==> src/rtl/affine_addr_gen_if.sv <==
// affine_addr_gen_if: config/start and address-stream signals of the affine address generator.
// Optional cfg_base field is present when ADDR_GEN_BASE_OFFSET_EN is defined.
interface affine_addr_gen_if #(
    parameter int DIMS  = 3,
    parameter int WIDTH = 16
);
    logic                  start;
    logic [DIMS*WIDTH-1:0] cfg_extent;
    logic [DIMS*WIDTH-1:0] cfg_stride;
`ifdef ADDR_GEN_BASE_OFFSET_EN
    logic [WIDTH-1:0]      cfg_base;
`endif
    logic                  addr_valid;
    logic                  addr_ready;
    logic [WIDTH-1:0]      addr;
    logic                  addr_last;
    logic                  busy;
    logic                  done;

    // Generator side: takes config and ready, produces the address stream.
    modport master (
        input  start, cfg_extent, cfg_stride, addr_ready,
`ifdef ADDR_GEN_BASE_OFFSET_EN
        input  cfg_base,
`endif
        output addr_valid, addr, addr_last, busy, done
    );

    // Controller/consumer side.
    modport slave (
        output start, cfg_extent, cfg_stride, addr_ready,
`ifdef ADDR_GEN_BASE_OFFSET_EN
        output cfg_base,
`endif
        input  addr_valid, addr, addr_last, busy, done
    );
endinterface

==> src/rtl/affine_addr_gen.sv <==
// affine_addr_gen: N-dimensional affine address generator (nested odometer, incremental offsets).
// Define ADDR_GEN_BASE_OFFSET_EN to add a latched cfg_base added to every address.
module affine_addr_gen #(
    parameter int DIMS  = 3,
    parameter int WIDTH = 16
) (
    input  logic         clk,
    input  logic         rst_n,
    affine_addr_gen_if.master bus
);
    typedef enum logic {IDLE, RUN} state_t;

    state_t           state_q, state_d;
    logic [WIDTH-1:0] max_q [DIMS];
    logic [WIDTH-1:0] max_d [DIMS];
    logic [WIDTH-1:0] str_q [DIMS];
    logic [WIDTH-1:0] str_d [DIMS];
    logic [WIDTH-1:0] idx_q [DIMS];
    logic [WIDTH-1:0] idx_d [DIMS];
    logic [WIDTH-1:0] off_q [DIMS];
    logic [WIDTH-1:0] off_d [DIMS];
    logic [WIDTH-1:0] base_q, base_d, addr_q, addr_d, sum, base_in;
    logic             last_q, last_d, done_q, done_d, carry;

`ifdef ADDR_GEN_BASE_OFFSET_EN
    assign base_in = bus.cfg_base;
`else
    assign base_in = '0;
`endif

    // Next-state: latch config on start, step the odometer on each accepted address.
    always_comb begin
        state_d = state_q;
        max_d   = max_q;
        str_d   = str_q;
        idx_d   = idx_q;
        off_d   = off_q;
        base_d  = base_q;
        addr_d  = addr_q;
        last_d  = last_q;
        done_d  = 1'b0;
        carry   = 1'b1;
        sum     = '0;
        if (state_q == IDLE && bus.start) begin
            state_d = RUN;
            base_d  = base_in;
            addr_d  = base_in;
            last_d  = 1'b1;
            for (int d = 0; d < DIMS; d++) begin
                // Extent 0 behaves like extent 1: the index never leaves 0.
                max_d[d] = (bus.cfg_extent[d*WIDTH +: WIDTH] == '0) ? '0
                         : bus.cfg_extent[d*WIDTH +: WIDTH] - WIDTH'(1);
                str_d[d] = bus.cfg_stride[d*WIDTH +: WIDTH];
                idx_d[d] = '0;
                off_d[d] = '0;
                last_d   = last_d && (max_d[d] == '0);
            end
        end else if (state_q == RUN && bus.addr_ready) begin
            if (last_q) begin
                state_d = IDLE;
                done_d  = 1'b1;
                last_d  = 1'b0;
            end else begin
                for (int d = 0; d < DIMS; d++) begin
                    if (carry) begin
                        idx_d[d] = (idx_q[d] == max_q[d]) ? '0 : idx_q[d] + WIDTH'(1);
                        off_d[d] = (idx_q[d] == max_q[d]) ? '0 : off_q[d] + str_q[d];
                    end
                    carry = carry && (idx_q[d] == max_q[d]);
                end
                sum    = base_q;
                last_d = 1'b1;
                for (int d = 0; d < DIMS; d++) begin
                    sum    = sum + off_d[d];
                    last_d = last_d && (idx_d[d] == max_d[d]);
                end
                addr_d = sum;
            end
        end
    end

    // State and datapath registers; async reset returns to an idle, all-zero walker.
    always_ff @(posedge clk or negedge rst_n) begin
        if (!rst_n) begin
            state_q <= IDLE;
            base_q  <= '0;
            addr_q  <= '0;
            last_q  <= 1'b0;
            done_q  <= 1'b0;
            for (int d = 0; d < DIMS; d++) begin
                max_q[d] <= '0;
                str_q[d] <= '0;
                idx_q[d] <= '0;
                off_q[d] <= '0;
            end
        end else begin
            state_q <= state_d;
            base_q  <= base_d;
            addr_q  <= addr_d;
            last_q  <= last_d;
            done_q  <= done_d;
            max_q   <= max_d;
            str_q   <= str_d;
            idx_q   <= idx_d;
            off_q   <= off_d;
        end
    end

    assign bus.addr       = addr_q;
    assign bus.addr_valid = (state_q == RUN);
    assign bus.busy       = (state_q == RUN);
    assign bus.addr_last  = last_q;
    assign bus.done       = done_q;
endmodule

==> src/flat_wrapper.sv <==
// flat-port wrapper written by rule: the top's interface ports become plain ports
module affine_addr_gen_flat 
#(
    parameter int DIMS  = 3,
    parameter int WIDTH = 16
)
  (clk, rst_n, bus_start, bus_cfg_extent, bus_cfg_stride, bus_addr_ready, bus_addr_valid, bus_addr, bus_addr_last, bus_busy, bus_done);
  affine_addr_gen_if #(.DIMS(DIMS), .WIDTH(WIDTH)) bus_i ();
  input  logic clk;
  input  logic rst_n;
  input wire logic [$bits(bus_i.start)-1:0] bus_start;
  input wire logic [$bits(bus_i.cfg_extent)-1:0] bus_cfg_extent;
  input wire logic [$bits(bus_i.cfg_stride)-1:0] bus_cfg_stride;
  input wire logic [$bits(bus_i.addr_ready)-1:0] bus_addr_ready;
  output wire logic [$bits(bus_i.addr_valid)-1:0] bus_addr_valid;
  output wire logic [$bits(bus_i.addr)-1:0] bus_addr;
  output wire logic [$bits(bus_i.addr_last)-1:0] bus_addr_last;
  output wire logic [$bits(bus_i.busy)-1:0] bus_busy;
  output wire logic [$bits(bus_i.done)-1:0] bus_done;
  assign bus_i.start = bus_start;
  assign bus_i.cfg_extent = bus_cfg_extent;
  assign bus_i.cfg_stride = bus_cfg_stride;
  assign bus_i.addr_ready = bus_addr_ready;
  assign bus_addr_valid = bus_i.addr_valid;
  assign bus_addr = bus_i.addr;
  assign bus_addr_last = bus_i.addr_last;
  assign bus_busy = bus_i.busy;
  assign bus_done = bus_i.done;
  affine_addr_gen #(.DIMS(DIMS), .WIDTH(WIDTH)) u_core (.clk(clk), .rst_n(rst_n), .bus(bus_i));
endmodule
==> config.mk <==
export PLATFORM = sky130hd
export DESIGN_NAME = affine_addr_gen_flat
export DESIGN_NICKNAME = d
export VERILOG_FILES = /design/src/rtl/affine_addr_gen_if.sv /design/src/rtl/affine_addr_gen.sv /design/src/flat_wrapper.sv
export SDC_FILE = /design/constraint.sdc
export NUM_CORES = 1
export LEC_CHECK = 0
export BUFFER_PORTS_ARGS = -buffer_cell sky130_fd_sc_hd__clkbuf_2
export CAP_MARGIN = 0
export CORE_MARGIN = 10
export CORE_UTILIZATION = 55
export DETAILED_ROUTE_END_ITERATION = 10
export PLACE_DENSITY = 0.73
export SYNTH_ARGS = -nofsm -noshare
export SYNTH_HDL_FRONTEND = slang
export SYNTH_SLANG_ARGS = --single-unit
==> constraint.sdc <==
create_clock -name clk -period 6.47 [get_ports clk]
set_input_delay 1.294 -clock clk [delete_from_list [all_inputs] [get_ports clk]]
set_output_delay 1.294 -clock clk [all_outputs]
set_load 0.03 [all_outputs]
== Yosys cells after proc, flatten, opt, wreduce, memory -nomap -nowiden ==
Cells that the tools add are included.
W data, S select, Z words.
Storage, ports and cells
  register bits: 211
  input port bits: 100
  output and inout bits: 20
  word-level logic and storage cells: 101
Cells by class
  add/sub/neg operators: 11
  eq/ne operators: 7
  mux-type cells: 49
  bitwise gates (word level): 1
  reductions and logical operators: 17
Operators with widths (number)
  $mux W16: 34
  $mux W48: 6
  $eq A16 B16 Y1: 6
  $logic_not A16 Y1: 6
  $add A16 B16 Y16: 5
  $add A16 B1 Y16 const B: 3
  $sub A16 B1 Y16 const B: 3
  $mux W1: 9
  $logic_and A1 B1 Y1: 7
  $reduce_and A2 Y1: 2
  $reduce_bool A2 Y1: 2
  $ne A2 B2 Y1 const B: 1
  $not A1 Y1: 1

== Depth between registers and ports, before layout ==
Gate-level depths: netlist (run 1).
  depth in word-level cells: 12
  depth in mapped cells: 24
  gate-level depth less buffers: 24

== Worst setup path after synthesis (run 1) ==
OpenSTA, ideal clock, no wires.
  kind: reg2reg
  from: register u_core.idx_q[42] (netlist name)
  to: register u_core.addr_q[15], in the netlist u_core.bus.addr[15]
  setup time: 0.124 ns
  data arrival time: 5.411 ns
  required time: 6.346 ns
  setup slack: 0.935 ns
  stages on the path, launching flop included: 24
  path buffers: 5
  period minus slack after synthesis: 5.535 ns
  cell sequence: dfrtp_1 buf_2 xor2_1 nor4_2 and4_1 buf_2 nand2_2 clkbuf_1 clkbuf_1 clkbuf_1 o31ai_1 fa_1 ha_1 fa_1 a21oi_1 a2bb2oi_1 a211o_1 and4b_1 nor4_1 nand3b_1 xor2_1 or3_1 and3_1 a211o_1
Between the ends
  word-level cells in the longest chain between the ends: 10
  elaborated cells on any way between the ends: 19
  those cells by class: add/sub (2); eq/ne (1); mux (15); reduce/logical (1)
Ends and longest elaborated chain
  start, declared: line affine_addr_gen.sv:18  | logic [WIDTH-1:0] idx_q [DIMS];
  start signal, assigned: line affine_addr_gen.sv:104  | idx_q <= idx_d;
  $eq A16 B16 Y1 *: line affine_addr_gen.sv:67, affine_addr_gen.sv:69
  $mux W16, or another cell as far along: line affine_addr_gen.sv:67  | off_d[d] = (idx_q[d] == max_q[d]) ? '0 : off_q[d] + str_q[d];
  $mux W16 (on tied branches): line affine_addr_gen.sv:59, affine_addr_gen.sv:65
  $mux W16 (on tied branches): line affine_addr_gen.sv:58, affine_addr_gen.sv:59
  $mux W16 (on tied branches): line affine_addr_gen.sv:44, affine_addr_gen.sv:58
  $add A16 B16 Y16 or $mux W16 (tied branches): line affine_addr_gen.sv:74, affine_addr_gen.sv:44
  $add A16 B16 Y16 *: line affine_addr_gen.sv:74  | sum = sum + off_d[d];
  $mux W16 *: line affine_addr_gen.sv:59  | if (last_q) begin
  $mux W16 *: line affine_addr_gen.sv:58  | end else if (state_q == RUN && bus.addr_ready) begin
  $mux W16 *: line affine_addr_gen.sv:44  | if (state_q == IDLE && bus.start) begin
  end signal, assigned: line affine_addr_gen.sv:99  | addr_q <= addr_d;
  end, declared: line affine_addr_gen.sv:22  | logic [WIDTH-1:0] base_q, base_d, addr_q, addr_d, sum, base_in;
Every way passes the cells marked *; elsewhere a longest branch is shown, timed or not. The select of a mux whose other input is x is not followed.
A chain may end at the register's enable or synchronous reset.

== Worst setup path after layout (run 1) ==
  from: register u_core.off_q[0] (netlist name)
  to: register u_core.addr_q[15], in the netlist u_core.bus.addr[15]
Between the ends
  word-level cells in the longest chain between the ends: 10
Ends and longest elaborated chain
  start, declared: line affine_addr_gen.sv:20  | logic [WIDTH-1:0] off_q [DIMS];
  start signal, assigned by index: line affine_addr_gen.sv:94  | off_q[d] <= '0;
  start signal, assigned: line affine_addr_gen.sv:105  | off_q <= off_d;
  $add A16 B16 Y16: line affine_addr_gen.sv:67
  $mux W16: line affine_addr_gen.sv:67
  $mux W16 *: line affine_addr_gen.sv:65  | if (carry) begin
  $mux W16 *: line affine_addr_gen.sv:59
  $mux W16 *: line affine_addr_gen.sv:58
  $mux W16 *: line affine_addr_gen.sv:44
  $add A16 B16 Y16 *: line affine_addr_gen.sv:74
  $mux W16 *: line affine_addr_gen.sv:59
  $mux W16 *: line affine_addr_gen.sv:58
  $mux W16 *: line affine_addr_gen.sv:44
Marks and branches as above.

==> results of run 1 <==
==> placed cells by master (no fill, tap or decap), types with 9 or more instances in the layout <==
master / n
a211oi_1: 12
a21o_1: 25
a21oi_1: 59
a22o_1: 9
a22oi_1: 10
and3_1: 24
buf_4: 20
clkbuf_16: 25
clkbuf_2: 118
dfrtp_1: 211
fa_1: 19
ha_1: 65
inv_1: 38
nand2_1: 378
nand2b_1: 13
nand3_1: 88
nand4_1: 19
nor2_1: 99
nor2b_1: 11
nor3_1: 47
nor4_1: 19
o21ai_0: 129
o31ai_1: 62
o41ai_1: 11
or3_1: 22
or4_1: 10
xnor2_1: 96
xor2_1: 69
==> worst min path at each step <==
stage,depth (start not counted),end,startpoint,slack [ns]
global route,2,u_core.str_q[9]$_DFFE_PN0P_,u_core.str_q[9]$_DFFE_PN0P_,0.51
floorplan,2,u_core.str_q[0]$_DFFE_PN0P_,u_core.str_q[0]$_DFFE_PN0P_,0.45
detailed placement,2,u_core.str_q[37]$_DFFE_PN0P_,u_core.str_q[37]$_DFFE_PN0P_,0.47
CTS,2,u_core.str_q[37]$_DFFE_PN0P_,u_core.str_q[37]$_DFFE_PN0P_,0.48
finish,2,u_core.str_q[37]$_DFFE_PN0P_,u_core.str_q[37]$_DFFE_PN0P_,0.48
global placement,2,u_core.str_q[34]$_DFFE_PN0P_,u_core.str_q[34]$_DFFE_PN0P_,0.47
==> final cells by class <==
class,count,area (um^2)
Clock buffer,35,723
Clock inverter,9,124
Fill cell,2356,10300
Inverter,38,143
Multi-Input combinational cell,1465,9240
Sequential cell,211,5280
Tap cell,341,427
Timing Repair Buffer,139,754
==> flip-flops by register name, indices dropped and copies added (netlist names) <==
| signal | count |
|---|---|
| u_core.bus.addr | 16 |
| u_core.bus.addr_last | 1 |
| u_core.bus.addr_valid | 1 |
| u_core.bus.done | 1 |
| u_core.idx_q | 48 |
| u_core.max_q | 48 |
| u_core.off_q | 48 |
| u_core.str_q | 48 |
==> power by group through the flow <==
stage | Clock, mW | Sequential, mW | Combinational (mW)
2_1_floorplan | 0 | 1.75 | 1.08
3_3_place_gp | 0 | 1.70 | 1.60
3_5_place_dp | 0 | 1.71 | 1.63
6_report | 1.47 | 1.69 | 1.64
4_1_cts | 1.49 | 1.69 | 1.65
5_1_grt | 1.54 | 1.71 | 1.84
==> through the flow <==
step                      utilization [%]  hold slack [ns]
after floorplan                         -            0.450
after global placement               58.8            0.469
after detailed placement             58.8            0.469
after CTS                            61.9            0.482
after global routing                 61.9            0.511
final                                61.9            0.477
==> worst max-delay path, cell delays in order, from the launching register on <==
cell	delay, ns
dfrtp_1	0.37
ha_1	0.21
inv_1	0.08
fa_1	0.44
nor2b_1	0.20
o21ai_0	0.13
a21boi_0	0.25
o21ai_0	0.13
a21boi_0	0.26
o21ai_0	0.18
a21o_1	0.23
a211o_1	0.28
and3b_1	0.18
o41a_1	0.35
fa_1	0.55
inv_1	0.04
ha_1	0.37
nand3_1	0.12
o31ai_1	0.07
a221oi_1	0.21
nand3b_1	0.12
xor2_1	0.15
or3_1	0.32
and3_1	0.18
a211o_1	0.22
==> logic make-up after synthesis <==
| kind of cell | count (synthesis) | synth area share [%] |
|---|---|---|
| AND/OR/NAND/NOR | 788 | 24.5 |
| AO/OA/AOI/OAI | 418 | 18.4 |
| flip-flops | 211 | 35.1 |
| XOR/XNOR | 166 | 9.72 |
| buffers and inverters | 138 | 3.69 |
| adder cells (fa/ha/maj) | 84 | 7.94 |
| multiplexers | 9 | 0.607 |
==> layer usage <==
| metal | global-route usage (%) | vias to the layer above | wire length (um) |
|---|---|---|---|
| met5 | 0 | - | 0 |
| met4 | 9.92 | 0 | 1840 |
| met3 | 3.49 | 87 | 2670 |
| met2 | 43.0 | 450 | 21300 |
| met1 | 33.2 | 6537 | 18700 |
| li1 | - | 6565 | - |
==> summary.txt, run 1 <==
Drt
  • Via count: 13600
  • Initial DRC Count: 1198
  • WL per Instance: 19.9 um
  • Detail Route Antenna Nets: 0
  • DRC viols: 0
  • Via density: 6.09
  • First-pass DRT Iterations: 5
  • Post-Route WL: 44.5 mm

Setup path
  • Worst setup path class: register to register
  • CP Launch Type: register
  • Worst Setup End Kind: register
  • CP endpoint: u_core.bus.addr[15]$_DFFE_PN0P_
  • Crit. Startpoint: u_core.off_q[0]$_DFFE_PN0P_
  • Reg-to-Reg Start: u_core.off_q[0]$_DFFE_PN0P_
  • Worst EP required: 6.88 ns
  • Worst EP arrival: 6.17 ns
  • FF-to-FF setup slack: 0.72 ns
  • Worst Reg-to-Reg Cells: 24
  • Worst-path fanout max: 7
  • R2R Path End: u_core.bus.addr[15]$_DFFE_PN0P_

Logic synthesis
  • Async SR Flop Fraction: 100%
  • Yosys warns: 0
  • Cell with the most instances after synthesis: nand2_1
  • Top cells by count, synth: 378 x nand2_1, 211 x dfrtp_1, 129 x o21ai_0, 101 x nor2_1, 96 x xnor2_1
  • Number of synthesized flops with an enable pin: 0
  • Post-synthesis sequential area ratio: 35.1%
  • Leading post-synthesis cells by cell area: dfrtp_1 35%, nand2_1 9.4%, xnor2_1 5.6%
  • #FFs+latches synth: 211
  • Number of library cell types mapped by synthesis: 83
  • Syn avg cell area: 8.29 um^2
  • Main synth FF type: dfrtp_1
  • Synthesized area: 0.0150 mm^2
  • Post-synth top area share: 35.1%
  • Mapped Nets: 1998
  • Synth area leader: dfrtp_1
  • Post-synthesis cell count: 1814

Global route
  • Pin count of the biggest net entering global routing: 97
  • Gr ovfl total: 0
  • GRT Resource Usage Total: 25.8%
  • Vias in the first global route: 13400
  • Initial antenna violation count: 0
  • First-pass GRT wire length: 71.5 mm

STA
  • Period utilization: 88.9%
  • Min Tclk post-route: 5.75 ns
  • Final worst slack: 0.719 ns
  • Unrepaired setup endpoints after global routing: no
  • Setup Skew: 0.0156 ns
  • Final setup vio count: 0
  • Slew @ Worst Pin: 1.27 ns
  • Slew Limit Fails: 0
  • Fin. Hold Viols: 0
  • Rel. slew slack: 13.0%
  • Max Fclk: 174 MHz
  • Final setup TNS: 0 ns

CTS
  • Root buf cell: clkbuf_16
  • CTS tree: done
  • CTS Buffer Depth: 3
  • H-tree levels: 1
  • Worst-path clk slew: 0.06 ns
  • Clk sinks: 211
  • Num CTS Buffers: 25
  • Post-CTS Setup Repair Bufs: 0
  • Hold Buf Count CTS: 0
  • Skew-Pair Late Insertion Delay: 0.54 ns
  • CTS resizes: 0

Floorplan
  • # rows: 60
  • # IOs: 120
  • DIE WIDTH: 185 um
  • Die Span Y: 185 um
  • Die area: 0.0344 mm^2
  • Starting Density: 55.8%
  • Placeable core area: 0.0270 mm^2

Power and ir drop
  • Design Power: 4.80 mW
  • P_leak: 7.70 nW
  • Sequential Power Share: 35.2%
  • Logic pwr share: 34.2%
  • Net Switching: 1.75 mW
  • Internal: 3.05 mW
  • Power Dens Cells: 288 mW/mm^2
  • Sw frac: 36.4%
  • Clock power frac: 30.6%
  • Peak VDD IR: 0.000246 V

Placement
  • DP Cell Count: 2194
  • Place WS: 0.777 ns
  • Placement Cell Area: 0.0158 mm^2
  • Gp weighted congestion: 0.991
  • Number of port buffers: 119
  • Post-DP HPWL: 32.1 mm

Final layout
  • Area Growth Syn to Fin: 11.0%
  • Post-Layout Cell Count: 2238
  • ANT cells: 0
  • Layout cell share with drive strength beyond 1: 10.8%
  • Final Cell Area: 0.0167 mm^2
  • Layout Nets: 2064

Job
  • Max cap viols: 0

Run status
  • Status: finished, final reports clean

Worst hold path
  • Hold crit path type: register to register
Note: power is estimated with default switching activity, not from simulation.
==> run 2, diff against run 1 <==
--- a/config.mk
+++ b/config.mk
@@ -5,6 +5,7 @@
 export SDC_FILE = /design/constraint.sdc
 export NUM_CORES = 1
 export LEC_CHECK = 0
+export ABC_AREA = 1
 export BUFFER_PORTS_ARGS = -buffer_cell sky130_fd_sc_hd__clkbuf_2
 export CAP_MARGIN = 0
 export CORE_MARGIN = 10
==> run 2 against run 1 <==
  * Critical path depth shrank 2
  * Register-to-register slack gained 0.72 ns
  * Non-clock buffer count down 9
  * Sequential power up 44%
  * Synthesized cell count rose by 26%
  * Utilization up 0.25 points
  * Highest routed layer is now met5
==> summary.txt, run 2 <==
Logic synthesis
  • Number of synthesized flops with an enable pin: 0 (unchanged)
  • Synth area leader: dfrtp_1
  • Async SR Flop Fraction: 100% (unchanged)
  • Mapped Nets: 2475 (+24%)
  • Post-synthesis sequential area ratio: 33.7% (-1.4 points)
  • Post-synth top area share: 33.7% (-1.4 points)
  • #FFs+latches synth: 211 (unchanged)
  • Number of library cell types mapped by synthesis: 48 (-42%)
  • Main synth FF type: dfrtp_1
  • Leading post-synthesis cells by cell area: dfrtp_1 34%, nand2_1 19%, inv_1 5.8%
  • Yosys warns: 0 (unchanged)
  • Post-synthesis cell count: 2291 (+26%)
  • Syn avg cell area: 6.84 um^2 (-17%)
  • Top cells by count, synth: 787 x nand2_1, 241 x inv_1, 211 x dfrtp_1, 164 x nor2_1, 148 x nand3_1
  • Synthesized area: 0.0157 mm^2 (+4.3%)
  • Cell with the most instances after synthesis: nand2_1

Worst hold path
  • Origin of the worst min-delay path: u_core.bus.addr[7]$_DFFE_PN0P_
  • Hold crit path type: register to register
  • Worst hold endpoint: u_core.bus.addr[7]$_DFFE_PN0P_
  • WHS Path Cells: 2 (unchanged)

STA
  • Unrepaired setup endpoints after global routing: no
  • Final setup vio count: 0 (unchanged)
  • Period utilization: 77.8% (-11 points)
  • Min Tclk post-route: 5.03 ns (-0.719 ns)
  • Setup Skew: 0.0179 ns (+0.00231 ns)
  • Fin. Hold Viols: 0 (unchanged)
  • Rel. slew slack: 42.7% (+30 points)
  • Slew Limit Fails: 0 (unchanged)
  • Slew @ Worst Pin: 0.860 ns (-0.411 ns)
  • Hold slack final: 0.480 ns (+0.00287 ns)
  • Final setup TNS: 0 ns (unchanged)
  • Max Fclk: 199 MHz (+14%)

Setup path
  • R2R Path End: u_core.bus.addr[15]$_DFFE_PN0P_
  • Worst-path fanout max: 16 (+9)
  • CP Launch Type: register
  • Worst Setup End Kind: register
  • Reg-to-Reg Start: u_core.idx_q[45]$_DFFE_PN0P_
  • Worst EP arrival: 5.46 ns (-0.71 ns)
  • Worst Reg-to-Reg Cells: 22 (-8.3%)
  • FF-to-FF setup slack: 1.44 ns (+0.72 ns)
  • Worst setup path class: register to register
  • Worst EP required: 6.90 ns (+0.02 ns)

Final layout
  • ANT cells: 0 (unchanged)
  • Most frequent cells in the layout: 787 x nand2_1, 240 x inv_1, 211 x dfrtp_1
  • Layout Nets: 2567 (+24%)
  • Layout cell share with drive strength beyond 1: 10.5% (-0.27 points)
  • Most common cell after layout, fill and taps aside: nand2_1
  • Area Growth Syn to Fin: 10.8%
  • Final Cell Area: 0.0174 mm^2 (+4.1%)
  • Final core utilization: 62.2% (+0.25 points)

Global route
  • Vias in the first global route: 14600 (+9.3%)
  • First-pass GRT wire length: 73.7 mm (+3.0%)
  • Pin count of the biggest net entering global routing: 87 (-10%)
  • GRT Resource Usage Total: 24.6% (-1.1 points)
  • Gr ovfl total: 0 (unchanged)
  • Initial antenna violation count: 1 (+1)

Floorplan
  • Starting Density: 56.1% (+0.32 points)
  • Die area: 0.0357 mm^2 (+3.8%)
  • # IOs: 120 (unchanged)
  • Die Span Y: 189 um (+1.9%)
  • DIE WIDTH: 189 um (+1.9%)
  • Placeable core area: 0.0279 mm^2 (+3.6%)
  • # rows: 61 (+1.7%)

Drt
  • Detail Route Antenna Nets: 0 (unchanged)
  • First-pass DRT Iterations: 7 (+2)
  • WL per Instance: 16.1 um (-19%)
  • Via count: 15400 (+13%)
  • DRC viols: 0 (unchanged)
  • Post-Route WL: 44.6 mm (+0.23%)
  • Initial DRC Count: 1410 (+18%)
  • Via density: 5.56 (-8.8%)

Placement
  • Placement Cell Area: 0.0165 mm^2 (+4.3%)
  • Gp weighted congestion: 0.952 (-3.9%)
  • Number of port buffers: 119 (unchanged)
  • Post-DP HPWL: 33.0 mm (+2.6%)

Run status
  • Status: finished, final reports clean

CTS
  • Post-CTS Setup Repair Bufs: 0 (unchanged)
  • CTS Buffer Depth: 3 (unchanged)
  • Num CTS Buffers: 26 (+4.0%)
  • Worst-path clk slew: 0.06 ns (about the same)
  • H-tree levels: 1 (unchanged)
  • Skew-Pair Late Insertion Delay: 0.55 ns (about the same)
  • Root buf cell: clkbuf_16
  • Hold Buf Count CTS: 0 (unchanged)
  • CTS resizes: 0 (unchanged)
  • CTS tree: done
  • Clk sinks: 211 (unchanged)

Job
  • Max cap viols: 0 (unchanged)

Power and ir drop
  • Peak VDD IR: 0.000278 V (+13%)
  • P_leak: 9.05 nW (+18%)
  • Power Dens Cells: 494 mW/mm^2 (+72%)
## run 2: cell types whose count changed after synthesis, moves of 60 or more
cell,before,now
o22ai_1,6,67
nor2_1,101,164
nand3_1,88,148
inv_1,38,241
nand2_1,378,787
xnor2_1,96,20
## run 2: per-layer routing
| metal | track usage (%) | vias up | part of all wire, % |
|---|---|---|---|
| met1 | 33.9 | 7177 | 45 |
| li1 | - | 7622 | - |
| met5 | 0 | - | 0.029 |
| met2 | 39.7 | 558 | 45 |
| met3 | 3.55 | 81 | 7.0 |
| met4 | 6.62 | 2 | 2.6 |
## run 2: final cells by class
| type | count | area [um^2] |
|---|---|---|
| flip-flops and latches | 211 | 5280 |
| clock buffers | 39 | 769 |
| multi-input cells | 1738 | 9050 |
| well taps | 378 | 473 |
| inverters | 276 | 1040 |
| repair buffers | 130 | 688 |
| clock inverters | 7 | 75.1 |
| fillers | 2638 | 10600 |
## run 2: logic make-up (layout without fill, tap and decap cells)
kind of cell | Yosys count | in the layout | synth area share [%]
fa+ha+maj | 84 | 84 | 7.61
xor+xnor | 84 | 84 | 4.69
flops | 211 | 211 | 33.7
simple gates | 1220 | 1220 | 32.4
compound gates | 350 | 350 | 12.9
buf+inv | 342 | 452 | 8.70
## run 2: worst max path at each step
stage / startpoint / slack, ns / endpoint / cells past startpoint
after global placement: u_core.idx_q[45]$_DFFE_PN0P_ / 1.57 / u_core.bus.addr[15]$_DFFE_PN0P_ / 22
after CTS: u_core.idx_q[42]$_DFFE_PN0P_ / 1.48 / u_core.bus.addr[15]$_DFFE_PN0P_ / 23
final: u_core.idx_q[45]$_DFFE_PN0P_ / 1.44 / u_core.bus.addr[15]$_DFFE_PN0P_ / 22
after floorplan: u_core.off_q[0]$_DFFE_PN0P_ / 2.42 / u_core.bus.addr[11]$_DFFE_PN0P_ / 21
after global routing: u_core.idx_q[45]$_DFFE_PN0P_ / 0.98 / u_core.bus.addr[15]$_DFFE_PN0P_ / 24
after detailed placement: u_core.idx_q[42]$_DFFE_PN0P_ / 1.50 / u_core.bus.addr[15]$_DFFE_PN0P_ / 23
## run 2: where the power goes
part           internal (mW)  switching, mW
clock                  0.858          0.581
combinational           1.70           3.01
sequential              1.88          0.556
## run 2: critical path: stages, from the launching register on
cell and delay, ns:
dfrtp_1 0.40, inv_1 0.13, nand2_1 0.07, nand2_1 0.08, nand2_1 0.06, nor2_1 0.11, nand2_1 0.09, nor2_4 0.49
nand2_1 0.45, o22ai_1 0.63, fa_1 0.51, ha_1 0.23, fa_1 0.41, nand3_1 0.13, nand2_1 0.09, a21oi_1 0.17
or2_2 0.15, nand2_1 0.05, a21oi_1 0.23, o21ai_0 0.14, nand3b_1 0.17, nand3_1 0.08, nand2_1 0.05
## run 2: stage by stage
stage	total power, mW	setup WS [ns]	std cells
after global routing	9.37	0.976	2779
after global placement	6.98	1.57	2733
after detailed placement	7.07	1.50	2733
after CTS	8.57	1.48	2779
final	8.58	1.44	2779
after floorplan	5.84	2.42	2291
